<file path="src/rtl/fetch_unit_if.sv">
// Instruction-memory request/response bundle between fetch_unit and the memory.
//
// Signals:
//   rd_en  fetch -> mem   read request (accepted on the clock edge it is sampled high)
//   addr   fetch -> mem   16-bit word address, meaningful while rd_en=1
//   rdy    mem -> fetch   response valid, at least one cycle after acceptance
//   data   mem -> fetch   16-bit instruction word, valid with rdy
//
// Modports: master (fetch side), slave (memory side).
interface fetch_unit_if;
   logic        rd_en;
   logic [15:0] addr;
   logic        rdy;
   logic [15:0] data;

   modport master (output rd_en, output addr, input rdy, input data);
   modport slave  (input rd_en, input addr, output rdy, output data);
endinterface

</file>
<file path="src/rtl/fetch_unit.sv">
// Instruction fetch stage: issues one read at a time to instruction memory and
// fills the IF/ID pipeline register. Handles stalls, branch redirects (dropping
// the in-flight response), HLT detection and 16-bit PC wrap.
//
// Ports:
//   clk, rst_n         clock, asynchronous active-low reset
//   stall              hold IF/ID outputs
//   branch_taken       one-cycle redirect pulse; branch_target is the new PC
//   imem               fetch_unit_if master (rd_en/addr out, rdy/data in)
//   if_id_instr        instruction delivered to decode
//   if_id_pc_plus1     address of the delivered instruction plus 1
//   if_id_valid        if_id_instr holds a real instruction
//   halted             fetch stopped on HLT (opcode 4'hF)
//
// Build option: define FETCH_SKID_BUF_EN to keep a response that arrives while
// stalled in a one-entry skid buffer instead of discarding and re-requesting it.
module fetch_unit (
   input  logic                clk,
   input  logic                rst_n,
   input  logic                stall,
   input  logic                branch_taken,
   input  logic [15:0]         branch_target,
   fetch_unit_if.master        imem,
   output logic [15:0]         if_id_instr,
   output logic [15:0]         if_id_pc_plus1,
   output logic                if_id_valid,
   output logic                halted
);

   localparam logic [1:0] StReq  = 2'd0;
   localparam logic [1:0] StWait = 2'd1;
   localparam logic [1:0] StHalt = 2'd2;

   logic [1:0]  state_q, state_d;
   logic [15:0] pc_q, pc_d;
   logic        drop_q, drop_d;
   logic [15:0] instr_q, instr_d;
   logic [15:0] pc_plus1_q, pc_plus1_d;
   logic        valid_q, valid_d;
   logic        skid_full;
   logic        deliver;
   logic [15:0] deliver_word;
   logic        issue;

`ifdef FETCH_SKID_BUF_EN
   logic        skid_valid_q, skid_valid_d;
   logic [15:0] skid_data_q, skid_data_d;
   assign skid_full = skid_valid_q;
`else
   assign skid_full = 1'b0;
`endif

   // No request while a dropped response is still in flight or a buffered word
   // is waiting; a redirect this cycle would orphan the request.
   assign issue = rst_n & (state_q == StReq) & ~stall & ~branch_taken & ~drop_q & ~skid_full;

   always_comb begin
      state_d      = state_q;
      pc_d         = pc_q;
      drop_d       = drop_q;
      instr_d      = instr_q;
      pc_plus1_d   = pc_plus1_q;
      valid_d      = valid_q;
      deliver      = 1'b0;
      deliver_word = imem.data;
`ifdef FETCH_SKID_BUF_EN
      skid_valid_d = skid_valid_q;
      skid_data_d  = skid_data_q;
`endif

      if (branch_taken) begin
         pc_d    = branch_target;
         valid_d = 1'b0;
         state_d = StReq;
         // If the outstanding response returns in this very cycle it is simply
         // ignored here; otherwise remember to discard it when it shows up.
         drop_d  = ~imem.rdy & ((state_q == StWait) | drop_q);
`ifdef FETCH_SKID_BUF_EN
         skid_valid_d = 1'b0;
`endif
      end else begin
         case (state_q)
            StReq: begin
               if (drop_q) begin
                  if (imem.rdy) drop_d = 1'b0;
                  if (!stall) valid_d = 1'b0;
               end else if (skid_full) begin
                  if (!stall) begin
                     deliver = 1'b1;
`ifdef FETCH_SKID_BUF_EN
                     deliver_word = skid_data_q;
                     skid_valid_d = 1'b0;
`endif
                  end
               end else if (!stall) begin
                  state_d = StWait;
                  valid_d = 1'b0;
               end
            end
            StWait: begin
               if (imem.rdy) begin
                  if (!stall) begin
                     deliver = 1'b1;
                  end else begin
                     // Response under stall: buffered, or discarded so the
                     // same pc is fetched again.
                     state_d = StReq;
`ifdef FETCH_SKID_BUF_EN
                     skid_valid_d = 1'b1;
                     skid_data_d  = imem.data;
`endif
                  end
               end else if (!stall) begin
                  valid_d = 1'b0;
               end
            end
            StHalt: begin
               if (!stall) valid_d = 1'b0;
            end
            default: state_d = StReq;
         endcase

         if (deliver) begin
            instr_d    = deliver_word;
            pc_plus1_d = pc_q + 16'd1;
            pc_d       = pc_q + 16'd1;
            valid_d    = 1'b1;
            state_d    = (deliver_word[15:12] == 4'hF) ? StHalt : StReq;
         end
      end
   end

   always_ff @(posedge clk or negedge rst_n) begin
      if (!rst_n) begin
         state_q    <= StReq;
         pc_q       <= 16'h0000;
         drop_q     <= 1'b0;
         instr_q    <= 16'h0000;
         pc_plus1_q <= 16'h0000;
         valid_q    <= 1'b0;
      end else begin
         state_q    <= state_d;
         pc_q       <= pc_d;
         drop_q     <= drop_d;
         instr_q    <= instr_d;
         pc_plus1_q <= pc_plus1_d;
         valid_q    <= valid_d;
      end
   end

`ifdef FETCH_SKID_BUF_EN
   always_ff @(posedge clk or negedge rst_n) begin
      if (!rst_n) begin
         skid_valid_q <= 1'b0;
         skid_data_q  <= 16'h0000;
      end else begin
         skid_valid_q <= skid_valid_d;
         skid_data_q  <= skid_data_d;
      end
   end
`endif

   assign imem.rd_en     = issue;
   assign imem.addr      = pc_q;
   assign if_id_instr    = instr_q;
   assign if_id_pc_plus1 = pc_plus1_q;
   assign if_id_valid    = valid_q;
   assign halted         = (state_q == StHalt);

endmodule

</file>
<file path="src/flat_wrapper.sv">
// flat-port wrapper written by rule: the top's interface ports become plain ports
module fetch_unit_flat 
  (clk, rst_n, stall, branch_taken, branch_target, if_id_instr, if_id_pc_plus1, if_id_valid, halted, imem_rd_en, imem_addr, imem_rdy, imem_data);
  fetch_unit_if imem_i ();
  input  logic clk;
  input  logic rst_n;
  input  logic stall;
  input  logic branch_taken;
  input  logic [15:0] branch_target;
  output logic [15:0] if_id_instr;
  output logic [15:0] if_id_pc_plus1;
  output logic if_id_valid;
  output logic halted;
  output wire logic [$bits(imem_i.rd_en)-1:0] imem_rd_en;
  output wire logic [$bits(imem_i.addr)-1:0] imem_addr;
  input wire logic [$bits(imem_i.rdy)-1:0] imem_rdy;
  input wire logic [$bits(imem_i.data)-1:0] imem_data;
  assign imem_rd_en = imem_i.rd_en;
  assign imem_addr = imem_i.addr;
  assign imem_i.rdy = imem_rdy;
  assign imem_i.data = imem_data;
  fetch_unit u_core (.clk(clk), .rst_n(rst_n), .stall(stall), .branch_taken(branch_taken), .branch_target(branch_target), .imem(imem_i), .if_id_instr(if_id_instr), .if_id_pc_plus1(if_id_pc_plus1), .if_id_valid(if_id_valid), .halted(halted));
endmodule
</file>
<file path="config.mk">
export PLATFORM = sky130hd
export DESIGN_NAME = fetch_unit_flat
export DESIGN_NICKNAME = d
export VERILOG_FILES = /design/src/rtl/fetch_unit_if.sv /design/src/rtl/fetch_unit.sv /design/src/flat_wrapper.sv
export SDC_FILE = /design/constraint.sdc
export NUM_CORES = 1
export LEC_CHECK = 0
export ABC_AREA = 1
export BUFFER_PORTS_ARGS = -buffer_cell sky130_fd_sc_hd__buf_2
export CORE_AREA = 3 3 72 74
export CTS_BUF_LIST = sky130_fd_sc_hd__clkbuf_2
export CTS_CLUSTER_DIAMETER = 40
export DETAILED_ROUTE_END_ITERATION = 7
export DIE_AREA = 0 0 75 77
export GPL_ROUTABILITY_DRIVEN = 1
export PLACE_DENSITY = 0.88
export SLEW_MARGIN = 0
export SYNTH_ARGS = -nofsm -noshare
export SYNTH_HDL_FRONTEND = slang
export SYNTH_SLANG_ARGS = --single-unit
export TNS_END_PERCENT = 50
</file>
<file path="constraint.sdc">
create_clock -name clk -period 2.35 [get_ports clk]
set_input_delay 0.705 -clock clk [delete_from_list [all_inputs] [get_ports clk]]
set_output_delay 0.705 -clock clk [all_outputs]
set_load 0.01 [all_outputs]
</file>
Word level (Yosys, flattened, before mapping)
Cells that the tools add are included.
{"block": "classes", "addsub": 1, "n_eq_ne": 9, "n_mux": 23, "n_bitwise": 10, "n_reduce_logical": 8}
{"cell": "$mux W16", "count": 2}
{"cell": "$ne A4 B4 Y1 const B", "count": 5}
{"cell": "$add A16 B1 Y16 const B", "count": 1}
{"cell": "$mux W2", "count": 7}
{"cell": "$mux W1", "count": 12}
{"cell": "$pmux W2 S3", "count": 1}
{"cell": "$and A1 B1 Y1", "count": 5}
{"cell": "$reduce_and A5 Y1", "count": 1}
{"cell": "$eq A4 B4 Y1 const B", "count": 1}
{"cell": "$not A1 Y1", "count": 4}
{"cell": "$reduce_and A2 Y1", "count": 2}
{"cell": "$reduce_bool A2 Y1", "count": 2}
{"cell": "$reduce_bool A4 Y1", "count": 1}
{"cell": "$ne A3 B2 Y1 const B", "count": 1}
{"cell": "$eq A2 B1 Y1 const B", "count": 1}
{"cell": "$eq A2 B2 Y1 const B", "count": 1}
{"cell": "$logic_not A2 Y1", "count": 1}
{"cell": "$pmux W1 S2", "count": 1}
{"cell": "$reduce_or A2 Y1", "count": 1}
{"cell": "$or A1 B1 Y1", "count": 1}
{"block": "totals", "reg_bits": 52, "out_inout_bits": 51, "elab_cells": 57}

Logic depth before layout (Yosys ltp)
Gate-level depths: netlist of run 1.
{"block": "logic_depth", "word_depth": 6, "ltp_mapped": 7, "mapped_depth_nobuf": 7}

Worst setup path before layout of run 1
Ideal clock, no wire load.
{"block": "synth_timing", "kind": "input-to-output", "startpoint": "in branch_taken", "endpoint": "out imem_rd_en", "t_arrival_ns": 1.185, "required_ns": 1.645, "slack_ns": 0.460, "path_stages": 4, "n_path_buf": 1, "cell_sequence": "buf_2 inv_2 nand2_1 nor2_1"}
{"block": "synth_between", "elab_chain_len": 3}
{"item": "start, declared", "line_no": "flat_wrapper.sv:8", "source": "input logic branch_taken;"}
{"item": "$not A1 Y1 (no source line)"}
{"item": "$and A1 B1 Y1 (2 in a row)", "line_no": "fetch_unit.sv:55", "source": "assign issue = rst_n & (state_q == StReq) & ~stall & ~branch_taken & ~drop_q & ~skid_full;"}
{"item": "end, declared", "line_no": "flat_wrapper.sv:14", "source": "output wire logic [$bits(imem_i.rd_en)-1:0] imem_rd_en;"}
No other way between the ends.

Worst setup path after layout of run 1
{"block": "layout_timing", "startpoint": "reg u_core.state_q[0]", "endpoint": "out imem_rd_en"}
{"block": "layout_between", "elab_chain_len": 5}
{"item": "start, declared", "line_no": "fetch_unit.sv:34", "source": "logic [1:0] state_q, state_d;"}
{"item": "start signal, assigned", "line_no": "fetch_unit.sv:135", "source": "state_q <= StReq;"}
{"item": "start signal, assigned", "line_no": "fetch_unit.sv:142", "source": "state_q <= state_d;"}
{"item": "$logic_not A2 Y1", "line_no": "fetch_unit.sv:55"}
{"item": "$and A1 B1 Y1 (4 in a row)", "line_no": "fetch_unit.sv:55"}
No other way between the ends.

==> results of run 1 <==
[state kept, by name (all words and copies together), names as in the netlist]
signal                 count
u_core.if_id_instr        16
u_core.if_id_pc_plus1     16
u_core.imem.addr          16
u_core.state_q             2
u_core.drop_q              1
u_core.if_id_valid         1
[layout make-up]
| cell class | instances | area, µm² | area share |
|---|---|---|---|
| timing repair buffer | 90 | 458 | 0.154 |
| clock buffer | 6 | 30.0 | 0.0101 |
| sequential | 52 | 1300 | 0.438 |
| multi-input combinational | 222 | 972 | 0.328 |
| inverter | 34 | 128 | 0.0430 |
| clock inverter | 2 | 11.3 | 0.00379 |
| tap | 54 | 67.6 | 0.0228 |
[power groups by stage]
stage | clock, W | sequential (W) | combinational, W
finish | 0.000339 | 0.00120 | 0.000596
global route | 0.000380 | 0.00122 | 0.000676
CTS | 0.000352 | 0.00119 | 0.000606
detailed placement | 0 | 0.00121 | 0.000605
global placement | 0 | 0.00121 | 0.000584
floorplan | 0 | 0.00129 | 0.000225
[how the worst max path moves through the flow]
stage	end	depth (start not counted)	slack (ns)	start
6_report	imem_rd_en	4	0.29	u_core.state_q[0]
5_1_grt	imem_rd_en	4	0.16	u_core.state_q[0]
4_1_cts	imem_rd_en	4	0.27	u_core.state_q[0]
3_5_place_dp	u_core.if_id_pc_plus1[6]	7	0.31	stall
3_3_place_gp	u_core.if_id_pc_plus1[3]	7	0.41	stall
2_1_floorplan	imem_rd_en	4	0.46	branch_taken
[metrics by stage]
step / instance area, µm² / hold WS [ns] / setup slack [ns] / util / cells
after global routing: 2970 / 0.442 / 0.161 / 0.637 / 460
after floorplan: 2470 / 0.409 / 0.460 / - / 316
after CTS: 2970 / 0.431 / 0.274 / 0.637 / 460
after detailed placement: 2930 / 0.454 / 0.309 / 0.628 / 452
after global placement: 2930 / 0.451 / 0.405 / 0.628 / 452
final: 2970 / 0.407 / 0.293 / 0.637 / 460
[cell families (layout without fill, tap and decap cells)]
kind of cell | Yosys count | in the layout | share of synthesized area
compound gates | 19 | 19 | 0.0430
flops | 52 | 52 | 0.527
xor+xnor | 4 | 4 | 0.0142
fa+ha+maj | 1 | 1 | 0.00506
buf+inv | 42 | 132 | 0.0800
simple gates | 198 | 198 | 0.331
[per-layer routing]
layer	wire [µm]	GRT usage	part of all wire
met1	2440	0.284	0.41
met2	2920	0.363	0.49
met3	479	0.0498	0.080
met4	116	0.0872	0.019
met5	0	0	0
[cells in the final DEF, fill, tap and decap left out]
cell type,netlist,layout
a31o_2,1,1
buf_2,2,87
buf_4,2,3
clkbuf_2,0,6
clkinv_1,0,1
clkinvlp_4,0,1
dfrtp_1,52,52
ha_1,1,1
inv_1,30,30
inv_2,4,4
nand2_1,147,147
nand2_2,1,1
nand3_1,28,28
nand4_1,3,3
nand4_2,1,1
nor2_1,13,13
nor2_2,1,1
nor2_4,2,2
nor3_1,1,1
o211ai_1,3,3
o21ai_0,15,15
or2_2,1,1
xnor2_1,1,1
xor2_1,3,3
==> key figures, run 1 <==
Finish
  – Layout cells sized above 1: 0.266
  – Layout area overhead: 20.1%
  – Antenna diode count: 0
  – Fillers: between 400 and 500
  – Nets: 443

Timing
  – Fmax: around 500 MHz
  – Fin crit period: around 2 ns
  – Slew of the pin with the lowest slew margin: around 0.63 ns
  – Period utilization: 0.875
  – Clk_skew: roughly 0.040 ns
  – TNS Setup: 0 ns
  – Rel. slew slack: 0.578
  – Setup violators final: 0
  – Slew Limit Fails: 0
  – Final Hold Viols: 0
  – Unrepaired setup endpoints after global routing: no

Global routing
  – Initial antenna violation count: 0
  – Vias in the first global route: between 2000 and 2500
  – Remaining Overflow, GRT: 0
  – Global-route wire length before repair: slightly above 10000 µm
  – All-Layer GR Usage: 0.224
  – Largest net degree at the start of global routing: 53

Yosys
  – Sequential share of the synthesized area: 0.527
  – Post-synth EDFFs: 0
  – Seq cells post-synth: 52
  – Main area contributors after synthesis: dfrtp_1, nand2_1, nand3_1
  – Yosys cell types: 22
  – Most used DFF post-synth: dfrtp_1
  – Yosys top cell area share: 0.527
  – Most common cell in the netlist: nand2_1
  – Syn_nets: 354
  – Mapped Cells: 316
  – Post-synth ARST share: 1.00
  – Mean Syn Cell Area: just under 8 µm²
  – Synthesized area: approximately 2500 µm²
  – Top cells by count, synth: nand2_1, dfrtp_1, inv_1
  – Yosys Warn Count: 0
  – Cell taking the most area after synthesis: dfrtp_1

Clocking
  – Clock net sink count: 52
  – TritonCTS Buffers: 5
  – Worst skew pair latency: ~0.42 ns
  – PostCTS Resize Cnt: 0
  – CTS Buffer Depth: 2
  – Setup Fix Bufs, Post-CTS: 0
  – Reg clk slew, reported paths: roughly 0.27 ns
  – H-tree levels: 2
  – TritonCTS clock tree: built
  – Hold-fix buffers, CTS: 0
  – Root buffer cell: clkbuf_2

Floorplanning
  – Initial core utilization: 0.530
  – Core area: roughly 4700 µm²
  – Cell Rows: 25
  – Horiz. Die Dim: around 75 µm
  – # IOs: slightly below 90
  – Die footprint: about 5800 µm²
  – Die Ht: slightly below 80 µm

Power
  – Clock share of power: 0.159
  – Overall power: between 0.002 and 0.0025 W
  – LEAKAGE: approximately 1.8 nW
  – Logic pwr share: 0.280
  – Power density over the cells: between 700 and 800 nW/µm²
  – Int Power: roughly 0.0014 W
  – Worst vdd ir: ~0.44 mV
  – Sw Ratio: 0.343
  – Sequential fraction of design power: 0.561
  – Psw: about 0.00073 W

Placed design
  – HPWL Detailed: between 4000 and 5000 µm
  – Port Buffer Count: 87
  – Final Wtd Congestion: approximately 0.86

Drt
  – Drt wl/cell: ~13 µm
  – DR pass1 iterations: 5
  – Total Wirelength: 5960 µm
  – Detailed router's first-iteration violation count: 190
  – Via density per instance: a little over 5
  – DRC violations left: 0
  – Post-route ant nets: 0
  – DR vias: around 2300

Worst setup path
  – Crit Path Category: reg -> out
  – Crit Reg-Reg Startpoint: u_core.state_q[1]
  – Worst R2R Setup Slack: between 0.7 and 0.8 ns
  – Crit path arrival time: around 1.4 ns
  – Critical path, cell by cell: nor2_1, nand2_1, nor2_1, buf_2
  – Worst-path cell with the longest stage delay: dfrtp_1
  – CP Max Fanout: 5
  – R2R depth: 6
  – Delay-heaviest family, CP: flip-flops
  – Max incr delay on CP: approximately 0.49 ns
  – Most used cell, CP: nor2_1
  – Crit path buf inv count: 1
  – Crit start category: flop
  – R2r endpoint: u_core.if_id_instr[9]
  – Crit end category: primary output
  – Worst path required time: roughly 1.6 ns

Min path
  – HP Class: in -> async

Job
  – Max-cap violations: 0

Outcome
  – Status: completed
(Power assumes the default switching activity.)
==> run 2, diff against run 1 <==
Settings changed: ABC_AREA 1 to 0.
==> run 2 against run 1 <==
Net effect:
- the run now ends with negative setup slack left
- fmax is 14% lower
- non-clock buffer count grew 5
- combinational power decreased by 3.5%
- core utilization up 1.9 points
- clock power up 31%
- register-to-register slack lost 0.22 ns
- worst hold slack got worse by 0.020 ns
- synthesized cell count is 16% lower
- critical path type unchanged
- largest cell class unchanged
- highest routed layer unchanged
==> key figures, run 2 <==
Outcome
  – Status: finished with violations
  – Failing checks: negative setup slack

Power
  – Clock share of power: 0.201 (+0.042)
  – Sw Ratio: 0.323 (-0.0198)
  – Worst vdd ir: 0.383 mV (-13%)
  – Int Power: 0.00150 W (+7.0%)
  – Sequential fraction of design power: 0.539 (-0.022)
  – Power density over the cells: 724 nW/µm² (+0.86%)
  – Logic pwr share: 0.260 (-0.020)
  – Psw: 0.000715 W (-2.2%)
  – LEAKAGE: 1.59 nW (-11%)

Yosys
  – Main area contributors after synthesis: dfrtp_1, nand2_1, o21ai_1
  – Mean Syn Cell Area: 9.41 µm² (+20%)
  – Top cells by count, synth: nand2_1, dfrtp_1, o21ai_1
  – Synthesized area: 2480 µm² (+0.51%)
  – Most common cell in the netlist: nand2_1
  – Post-synth EDFFs: 0 (unchanged)
  – Yosys Warn Count: 0 (unchanged)
  – Yosys cell types: 42 (+91%)
  – Mapped Cells: 264 (-16%)
  – Seq cells post-synth: 52 (unchanged)
  – Most used DFF post-synth: dfrtp_1
  – Post-synth ARST share: 1.00 (unchanged)
  – Sequential share of the synthesized area: 0.524 (-0.00265)
  – Yosys top cell area share: 0.524 (-0.00265)
  – Cell taking the most area after synthesis: dfrtp_1
  – Syn_nets: 302 (-15%)

Global routing
  – Global-route wire length before repair: 9630 µm (-6.4%)
  – Initial antenna violation count: 0 (unchanged)
  – Largest net degree at the start of global routing: 53 (unchanged)
  – All-Layer GR Usage: 0.210 (-0.0135)
  – Remaining Overflow, GRT: 0 (unchanged)
  – Vias in the first global route: 2142 (-8.1%)

Clocking
  – CTS Buffer Depth: 2 (unchanged)
  – Clock net sink count: 52 (unchanged)
  – Reg clk slew, reported paths: 0.25 ns (-0.02 ns)
  – Worst skew pair latency: 0.43 ns (about the same)
  – Root buffer cell: clkbuf_2
  – PostCTS Resize Cnt: 0 (unchanged)
  – TritonCTS Buffers: 5 (unchanged)
  – H-tree levels: 2 (unchanged)
  – Hold-fix buffers, CTS: 0 (unchanged)
  – TritonCTS clock tree: built

Drt
  – Drt wl/cell: 13.9 µm (+7.6%)
  – DR vias: 2165 (-7.2%)
  – Via density per instance: 5.32 (+4.9%)
  – DR pass1 iterations: 4 (-1)
  – DRC violations left: 0 (unchanged)
  – Post-route ant nets: 0 (unchanged)
  – Total Wirelength: 5670 µm (-4.8%)
  – Detailed router's first-iteration violation count: 101 (-47%)

Worst setup path
  – Crit path arrival time: 1.69 ns (+0.34 ns)
  – Critical path origin: u_core.state_q[0]
  – Crit Path Category: reg -> out
  – CP Max Fanout: 2 (-3)
  – Worst path required time: 1.64 ns (about the same)
  – Crit end category: primary output
  – Crit Reg-Reg Startpoint: u_core.imem.addr[0]
  – Crit start category: flop

Placed design
  – HPWL Detailed: 4170 µm (-5.5%)
  – Post-Place Cells: 399 (-12%)
  – Pre-CTS setup slack: 0.00613 ns (-0.302 ns)
  – Final Wtd Congestion: 0.781 (-9.2%)
  – Port Buffer Count: 87 (unchanged)

Timing
  – TNS Setup: -0.0406 ns (-0.0406 ns)
  – Final WS setup: -0.0406 ns (-0.334 ns)
  – Clk_skew: 0.0133 ns (-0.0269 ns)
  – Rel. slew slack: 0.573 (-0.00542)
  – Fmax: 418 MHz (-14%)
  – Fin crit period: 2.39 ns (+0.334 ns)
  – Unrepaired setup endpoints after global routing: yes
  – Final Hold Viols: 0 (unchanged)
  – Setup violators final: 1 (+1)
  – Slew of the pin with the lowest slew margin: 0.640 ns (+0.00814 ns)
  – Period utilization: 1.02 (+0.142)
  – Slew Limit Fails: 0 (unchanged)

Floorplanning
  – Cell Rows: 25 (unchanged)
  – Die Ht: 77 µm (unchanged)
  – Core area: 4660 µm² (unchanged)
  – # IOs: 88 (unchanged)
  – Initial core utilization: 0.533 (+0.00268)
  – Die footprint: 5780 µm² (unchanged)
  – Horiz. Die Dim: 75 µm (unchanged)

Min path
  – HP Class: in -> async

Job
  – Max-cap violations: 0 (unchanged)

Finish
  – Antenna diode count: 0 (unchanged)
  – Final cell count without fillers: 407 (-12%)
  – Layout cells sized above 1: 0.331 (+0.0654)
  – Commonest cells after routing, fill and taps aside: nand2_1, buf_2, dfrtp_1
  – Layout area overhead: 23.0%
  – Nets: 390 (-12%)
  – Commonest non-fill, non-tap cell in the layout: nand2_1
-- run 2: cell count changes after synthesis, sizes merged, moves of 6 or more --
cell | before | now
nor2 | 16 | 8
nor3 | 1 | 7
nand2 | 148 | 89
xnor2 | 1 | 10
clkbuf | 0 | 6
o21ai | 15 | 27
xor2 | 3 | 10
inv | 34 | 3
nand3 | 28 | 7
-- run 2: path summary, 6_finish.rpt --
path | to | slack (ns) | cells past startpoint
min in group clk | u_core.if_id_instr[9] | 0.45 | 3
min reg2reg | u_core.if_id_instr[0] | 0.50 | 2
max reg2reg | u_core.imem.addr[14] | 0.55 | 6
min | u_core.imem.addr[15] | 0.39 | 2
max | imem_rd_en | -0.04 | 3
max in group asynchronous | u_core.if_id_instr[4] | 1.55 | 2
-- run 2: cell type report --
cell class              count  area (µm²)
multi-input cells         195        1120
well taps                  54        67.6
clock inverters             3        37.5
clock buffers               5        25.0
repair buffers             95         495
fillers                   406        1610
flip-flops and latches     52        1300
inverters                   3        11.3
-- run 2: critical path, stage by stage (launching register included) --
cell and delay (ns):
dfrtp_1 0.44, or4b_4 0.54, nor3_4 0.12, buf_2 0.16
-- run 2: routing by layer --
metal / share of wire / up-vias / global-route usage / wire (µm)
li1: - / 1064 / - / -
met1: 0.43 / 1008 / 0.272 / 2440
met2: 0.48 / 88 / 0.341 / 2710
met3: 0.083 / 5 / 0.0511 / 472
met4: 0.0093 / 0 / 0.0658 / 53
met5: 0 / - / 0 / 0
-- run 2: repair_timing --
action	4_1_cts	5_1_grt
setup endpoints to repair	1	1
pin swaps	2	0
buffers inserted	0	0
-- run 2: logic make-up (layout without fill, tap and decap cells) --
kind of cell	after synthesis	after routing	synth area share
simple gates	130	130	0.253
flops	52	52	0.524
compound gates	43	43	0.110
xor+xnor	20	20	0.0705
buf+inv	17	106	0.0327
fa+ha+maj	1	1	0.00504
mux	1	1	0.00453
-- run 2: stage by stage --
stage               utilization  total power [W]  hold WS, ns  area (µm²)
finish                    0.656          0.00221        0.388        3060
global route              0.656          0.00236        0.403        3060
CTS                       0.656          0.00223        0.396        3060
detailed placement        0.642          0.00179        0.461        2990
global placement          0.642          0.00176        0.455        2990
floorplan                     -          0.00150        0.409        2500
-- run 2: power groups by stage --
stage	clock, W	combinational, W	sequential, W
finish	0.000444	0.000575	0.00119
global route	0.000485	0.000651	0.00122
CTS	0.000455	0.000584	0.00119
detailed placement	0	0.000587	0.00121
global placement	0	0.000562	0.00120
floorplan	0	0.000215	0.00129
